--- config.mk ---
export PLATFORM = sky130hd
export DESIGN_NAME = mem_dump_reader_flat
export DESIGN_NICKNAME = d
export VERILOG_FILES = /design/src/rtl/mem_dump_reader_pkg.sv /design/src/rtl/mem_dump_reader_if.sv /design/src/rtl/mem_dump_unpack.sv /design/src/rtl/mem_dump_reader.sv /design/src/flat_wrapper.sv
export SDC_FILE = /design/constraint.sdc
export NUM_CORES = 1
export LEC_CHECK = 0
export CAP_MARGIN = 10
export CORE_MARGIN = 2
export CORE_UTILIZATION = 35
export DETAILED_ROUTE_END_ITERATION = 16
export GPL_ROUTABILITY_DRIVEN = 0
export PLACE_DENSITY = 0.62
export SLEW_MARGIN = 5
export SYNTH_ARGS = -nofsm -noshare
export SYNTH_HDL_FRONTEND = slang
export SYNTH_HIERARCHICAL = 1
export SYNTH_SLANG_ARGS = --single-unit
--- constraint.sdc ---
create_clock -name clk -period 5.3 [get_ports clk]
set_input_delay 0.53 -clock clk [delete_from_list [all_inputs] [get_ports clk]]
set_output_delay 0.53 -clock clk [all_outputs]
set_load 0.01 [all_outputs]
--- src/rtl/mem_dump_reader_pkg.sv ---
// rtl/mem_dump_reader_pkg.sv - shared board-interface definitions for the memory dump reader
package mem_dump_reader_pkg;

  localparam int BYTE_W            = 8;
  localparam int DEFAULT_MAX_BYTES = 1024;
  localparam logic [BYTE_W-1:0] NUL_BYTE = 8'h00;

  typedef enum logic [2:0] {
    ST_IDLE = 3'd0,
    ST_REQ  = 3'd1,
    ST_WAIT = 3'd2,
    ST_EMIT = 3'd3,
    ST_DONE = 3'd4
  } dump_state_t;

  // Little-endian lane select: lane 0 is the least significant byte.
  function automatic logic [BYTE_W-1:0] word_lane(input logic [31:0] word, input logic [1:0] lane);
    logic [BYTE_W-1:0] b;
    unique case (lane)
      2'd0:    b = word[7:0];
      2'd1:    b = word[15:8];
      2'd2:    b = word[23:16];
      default: b = word[31:24];
    endcase
    return b;
  endfunction

endpackage

--- src/rtl/mem_dump_reader_if.sv ---
// rtl/mem_dump_reader_if.sv - memory port 2 read bus and byte stream bundle
interface mem_dump_reader_if #(
  parameter int ADDR_W = 32,
  parameter int DATA_W = 32
);

  logic [ADDR_W-1:0] mem_addr;
  logic              mem_rd_en;
  logic [DATA_W-1:0] mem_rdata;
  logic [7:0]        byte_data;
  logic              byte_valid;
  logic              byte_ready;

  modport master (
    output mem_addr, mem_rd_en, byte_data, byte_valid,
    input  mem_rdata, byte_ready
  );

  modport slave (
    input  mem_addr, mem_rd_en, byte_data, byte_valid,
    output mem_rdata, byte_ready
  );

endinterface

--- src/rtl/mem_dump_unpack.sv ---
// rtl/mem_dump_unpack.sv - word register and lane counter presenting one byte at a time
module mem_dump_unpack
  import mem_dump_reader_pkg::*;
(
  input  logic              clk,
  input  logic              rst,
  input  logic              load,
  input  logic [31:0]       load_word,
  input  logic              flush,
  input  logic              byte_ready,
  output logic [BYTE_W-1:0] byte_data,
  output logic              byte_valid,
  output logic              xfer,
  output logic              last_xfer
);

  logic [31:0] word_q;
  logic [1:0]  lane_q;
  logic        valid_q;

  assign xfer       = valid_q && byte_ready;
  assign last_xfer  = xfer && (lane_q == 2'd3);
  assign byte_valid = valid_q;
  assign byte_data  = word_lane(word_q, lane_q);

  // flush drops valid on the terminating transfer even mid-word
  always_ff @(posedge clk or negedge rst) begin
    if (!rst) begin
      word_q  <= '0;
      lane_q  <= '0;
      valid_q <= 1'b0;
    end else if (load) begin
      word_q  <= load_word;
      lane_q  <= '0;
      valid_q <= 1'b1;
    end else if (xfer) begin
      if (flush || lane_q == 2'd3) begin
        valid_q <= 1'b0;
      end else begin
        lane_q <= lane_q + 2'd1;
      end
    end
  end

endmodule

--- src/rtl/mem_dump_reader.sv ---
// rtl/mem_dump_reader.sv - dumps memory bytes from a start address to a byte stream
// MEM_DUMP_NUL_TERM_EN: when defined, a transferred NUL byte ends the dump.
module mem_dump_reader
  import mem_dump_reader_pkg::*;
#(
  parameter int ADDR_W      = 32,
  parameter int DATA_W      = 32,
  parameter int MAX_BYTES   = DEFAULT_MAX_BYTES,
  parameter int MEM_LATENCY = 1
) (
  input  logic                           clk,
  input  logic                           rst,
  input  logic                           start,
  input  logic [ADDR_W-1:0]              start_addr,
  mem_dump_reader_if.master              bus,
  output logic                           busy,
  output logic                           done,
  output logic [$clog2(MAX_BYTES+1)-1:0] byte_count
);

  localparam int CNT_W = $clog2(MAX_BYTES + 1);
  localparam int LAT_W = (MEM_LATENCY > 1) ? $clog2(MEM_LATENCY) : 1;

  dump_state_t       state_q, state_d;
  logic [ADDR_W-1:0] addr_q;
  logic [LAT_W-1:0]  lat_q;
  logic              rd_en_q;
  logic [DATA_W-1:0] rdata_w;
  logic [BYTE_W-1:0] byte_data_w;
  logic              byte_valid_w;
  logic              load, xfer, last_xfer, is_nul, at_limit, terminate, accept;

  assign rdata_w        = bus.mem_rdata;
  assign bus.mem_addr   = addr_q;
  assign bus.mem_rd_en  = rd_en_q;
  assign bus.byte_data  = byte_data_w;
  assign bus.byte_valid = byte_valid_w;

  assign accept    = start && (state_q == ST_IDLE || state_q == ST_DONE);
  assign load      = (state_q == ST_WAIT) && (lat_q == '0);
  assign at_limit  = (byte_count == CNT_W'(MAX_BYTES - 1));
`ifdef MEM_DUMP_NUL_TERM_EN
  assign is_nul    = (byte_data_w == NUL_BYTE);
`else
  assign is_nul    = 1'b0;
`endif
  assign terminate = xfer && (is_nul || at_limit);

  mem_dump_unpack u_unpack (
    .clk        (clk),
    .rst        (rst),
    .load       (load),
    .load_word  (rdata_w),
    .flush      (terminate),
    .byte_ready (bus.byte_ready),
    .byte_data  (byte_data_w),
    .byte_valid (byte_valid_w),
    .xfer       (xfer),
    .last_xfer  (last_xfer)
  );

  always_comb begin
    state_d = state_q;
    unique case (state_q)
      ST_IDLE, ST_DONE: if (start) state_d = ST_REQ;
      ST_REQ:           state_d = ST_WAIT;
      ST_WAIT:          if (lat_q == '0) state_d = ST_EMIT;
      ST_EMIT: begin
        if (terminate)      state_d = ST_DONE;
        else if (last_xfer) state_d = ST_REQ;
      end
      default:          state_d = ST_IDLE;
    endcase
  end

  always_ff @(posedge clk or negedge rst) begin
    if (!rst) begin
      state_q    <= ST_IDLE;
      addr_q     <= '0;
      lat_q      <= '0;
      rd_en_q    <= 1'b0;
      busy       <= 1'b0;
      done       <= 1'b0;
      byte_count <= '0;
    end else begin
      state_q <= state_d;
      rd_en_q <= (state_d == ST_REQ);

      if (state_q == ST_REQ) begin
        lat_q <= LAT_W'(MEM_LATENCY - 1);
      end else if (state_q == ST_WAIT && lat_q != '0) begin
        lat_q <= lat_q - LAT_W'(1);
      end

      if (accept) begin
        addr_q     <= start_addr;
        byte_count <= '0;
        busy       <= 1'b1;
        done       <= 1'b0;
      end else if (xfer) begin
        byte_count <= byte_count + CNT_W'(1);
      end

      // word address wraps naturally at the top of the address space
      if (terminate) begin
        busy <= 1'b0;
        done <= 1'b1;
      end else if (last_xfer) begin
        addr_q <= addr_q + ADDR_W'(1);
      end
    end
  end

endmodule

--- src/flat_wrapper.sv ---
// flat-port wrapper written by rule: the top's interface ports become plain ports
module mem_dump_reader_flat import mem_dump_reader_pkg::*;
#(
  parameter int ADDR_W      = 32,
  parameter int DATA_W      = 32,
  parameter int MAX_BYTES   = DEFAULT_MAX_BYTES,
  parameter int MEM_LATENCY = 1
)
  (clk, rst, start, start_addr, busy, done, byte_count, bus_mem_addr, bus_mem_rd_en, bus_byte_data, bus_byte_valid, bus_mem_rdata, bus_byte_ready);
  mem_dump_reader_if #(.ADDR_W(ADDR_W), .DATA_W(DATA_W)) bus_i ();
  input  logic clk;
  input  logic rst;
  input  logic start;
  input  logic [ADDR_W-1:0] start_addr;
  output logic busy;
  output logic done;
  output logic [$clog2(MAX_BYTES+1)-1:0] byte_count;
  output wire logic [$bits(bus_i.mem_addr)-1:0] bus_mem_addr;
  output wire logic [$bits(bus_i.mem_rd_en)-1:0] bus_mem_rd_en;
  output wire logic [$bits(bus_i.byte_data)-1:0] bus_byte_data;
  output wire logic [$bits(bus_i.byte_valid)-1:0] bus_byte_valid;
  input wire logic [$bits(bus_i.mem_rdata)-1:0] bus_mem_rdata;
  input wire logic [$bits(bus_i.byte_ready)-1:0] bus_byte_ready;
  assign bus_mem_addr = bus_i.mem_addr;
  assign bus_mem_rd_en = bus_i.mem_rd_en;
  assign bus_byte_data = bus_i.byte_data;
  assign bus_byte_valid = bus_i.byte_valid;
  assign bus_i.mem_rdata = bus_mem_rdata;
  assign bus_i.byte_ready = bus_byte_ready;
  mem_dump_reader #(.ADDR_W(ADDR_W), .DATA_W(DATA_W), .MAX_BYTES(MAX_BYTES), .MEM_LATENCY(MEM_LATENCY)) u_core (.clk(clk), .rst(rst), .start(start), .start_addr(start_addr), .bus(bus_i), .busy(busy), .done(done), .byte_count(byte_count));
endmodule
==> results.cfg <==
[logic_synthesis]
synth_top_cell_by_area = dfrtp_1
synthCells = 414
ys_types = 59
synth_nets = 488
synth_ff_type = dfrtp_1
synth_warnings = 6
ys_async_sr_fraction = 1.000
yosys-top-cells-area = dfrtp_1 48%, mux2_4 7.8%, nor2_1 4.0%, nand2_1 2.9%, a211oi_1 2.7%
avgSynthCellArea_um2 = 10.76
ys_seq_area_frac = 0.4775
synth_top_area_frac = 0.4775
synth_edf_count = 0
synth_area_mm2 = 0.004454
ys_seq_elements = 85

[floorplan]
start_util = 0.3559
rows = 41
die_area_mm2 = 0.01364
die_y_um = 116.8
io-pin-count = 123
die_w_um = 116.8
coreArea_mm2 = 0.01252

[sta]
drv_slew = 0
setup_tns_ps = 0
timing.final.crit_share = 0.5929
fmaxAchievable_mhz = 318.2
holdWs_ps = 401.5
skew_ps = 10.10
rsz0062_at_grt = no
setup_viol = 0
relSlewSlack = 0.2749
hold_viol = 0
fin_crit_ps = 3142
worst_pin_slew_ps = 1088

[cells_and_area]
drive_above_1_share = 0.1130
final_area_mm2 = 0.006017
layout_common_cells = 121 x clkdlybuf4s50_1, 85 x dfrtp_1, 47 x nor2_1, 34 x nand2_1, 23 x mux2_4
postLayoutCoreUtil = 0.4807
area_delta_synth_final_pct = 35.08
diodes = 0
layout_commonest_cell = clkdlybuf4s50_1
layout.nets = 601

[route]
drtPass1Iterations = 6
viasPerCell = 5.275
drt-total-wl_mm = 11.37
dr_total_vias = 3708
ant_nets = 0
drc = 0
drtIter0Drc = 254
routedWlPerCell_um = 16.17

[power]
clkPwrFrac = 0.218
pwr-share-comb = 0.388
power.switching_mw = 0.8913
power.total_mw = 2.745
seqPwrFrac = 0.395
internal_power_mw = 1.854
powerDensity_mw_per_mm2 = 456.2
peakVddDrop_mv = 0.2355
leakagePower_nw = 2.493
swShare = 0.3247

[global_route]
grt_pass1_wl_mm = 17.86
grt_pass1_vias = 3632
gr-usage-all-layers = 0.1670
antenna_found_initial = 1
gr-total-overflow = 0
grt_max_degree = 86

[place]
dp_hpwl_mm = 7.983
placed_cell_area_mm2 = 0.005738
io_buffers = 122

[critical_path]
worst_path_largest_cell_delay_ps = 640
crit_path_end_kind = flip-flop
cp_max_fo = 28
r2r_setup_slack_ps = 2220
crit_path_start_kind = input pin
cp_num_buf_inv = 2
cp_cell_sequence = clkdlybuf4s50_1 > and2_1 > nand4_2 > o41ai_4 > buf_4 > nand2_1 > o221a_2
worstPathArrival_ps = 3360
critPathSlowestCell = nand2_1
crit_required_ps = 5520
critical_path_class = input pin to flip-flop
cpLargestDelayFamily = simple AND/OR/NAND/NOR gates

[cts]
insertion_delay_ps = 340
clk_pin_slew_ps = 60
cts_setup_buffers = 0
cts_tree = done
clock_sinks = 85
numCtsBuffers = 9
cts_hold_buffers = 0
htree_levels = 3
root_buffer = clkbuf_16
cts.path.max_buffers = 2
ctsResizeCount = 0

[worst_hold_path]
hp-class = input pin to asynchronous set/reset pin

[outcome]
outcome = complete, no violations

[job]
cap_viol_max_count = 0
## cell usage after synthesis, drive strengths merged, types with 6 or more instances
library cell	n
nor2	49
inv	17
a311oi	8
a21oi	11
clkbuf	6
o21ai	16
ha	6
a211oi	18
dfrtp	85
buf	16
and3	15
mux2	25
xor2	7
nand2	34
nand3	11
a222oi	8
mux2i	11
nor3	12
nand4	12
## final timing paths
path                                           startpoint                         end  cells after the start
worst min register to register                u_core/done                 u_core/done                      2
worst max-delay path                       bus_byte_ready      u_core/bus.mem_addr[3]                      7
worst min-delay path                                  rst     u_core/bus.mem_addr[23]                      1
max in group asynchronous                             rst  u_core/u_unpack/word_q[27]                      1
min in group clk                              u_core/done                 u_core/done                      2
worst max register to register  u_core/u_unpack/lane_q[0]     u_core/bus.mem_addr[22]                      6
## metal layers
layer / GRT usage / wire length (um) / part of all wire / vias up
met4: 0.06431 / 128 / 0.011 / 2
met5: 0 / 13 / 0.0011 / -
met3: 0.03553 / 786 / 0.069 / 16
met2: 0.2736 / 5191 / 0.46 / 146
met1: 0.2179 / 5250 / 0.46 / 1804
li1: - / - / - / 1740
## cell families (layout without fill, tap and decap cells)
logic type	after synthesis	in the layout	synth area share
and+or+nand+nor	152	152	0.1761
muxes	36	36	0.1073
DFF	85	85	0.4775
buffers and inverters	39	156	0.05533
adders and majority gates	6	6	0.01685
xor gates and xnor gates	10	10	0.01966
AOI/OAI and AO/OA	86	86	0.1472
## stage by stage
stage	worst slack, ps	instances
after floorplan	3103	414
after global placement	1857	688
after detailed placement	1788	688
after CTS	2144	703
after global routing	1956	703
final	2158	703
## layout make-up
type / instances / area [um^2]
fillers: 1188 / 6500
flip-flops and latches: 85 / 2127
multi-input cells: 290 / 2098
repair buffers: 124 / 1234
clock buffers: 14 / 274.0
well taps: 172 / 215.2
inverters: 17 / 63.81
clock inverters: 1 / 5.005
## power groups by stage
stage	clock (mW)	sequential (mW)	combinational, mW
finish	0.598	1.08	1.06
global route	0.638	1.12	1.16
CTS	0.611	1.08	1.08
detailed placement	0	1.09	1.07
global placement	0	1.09	1.05
floorplan	0	1.08	0.562
## flip-flops by register name, summed over array words and instances, names as in the netlist
signal / cells
u_core/u_unpack/word_q: 32
u_core/u_unpack/lane_q: 2
u_core/state_q: 3
u_core/u_unpack/byte_valid: 1
u_core/busy: 1
u_core/done: 1
u_core/lat_q: 1
u_core/bus.mem_rd_en: 1
u_core/bus.mem_addr: 32
u_core/byte_count: 11
No activity file was read; power rests on OpenSTA's default activity.
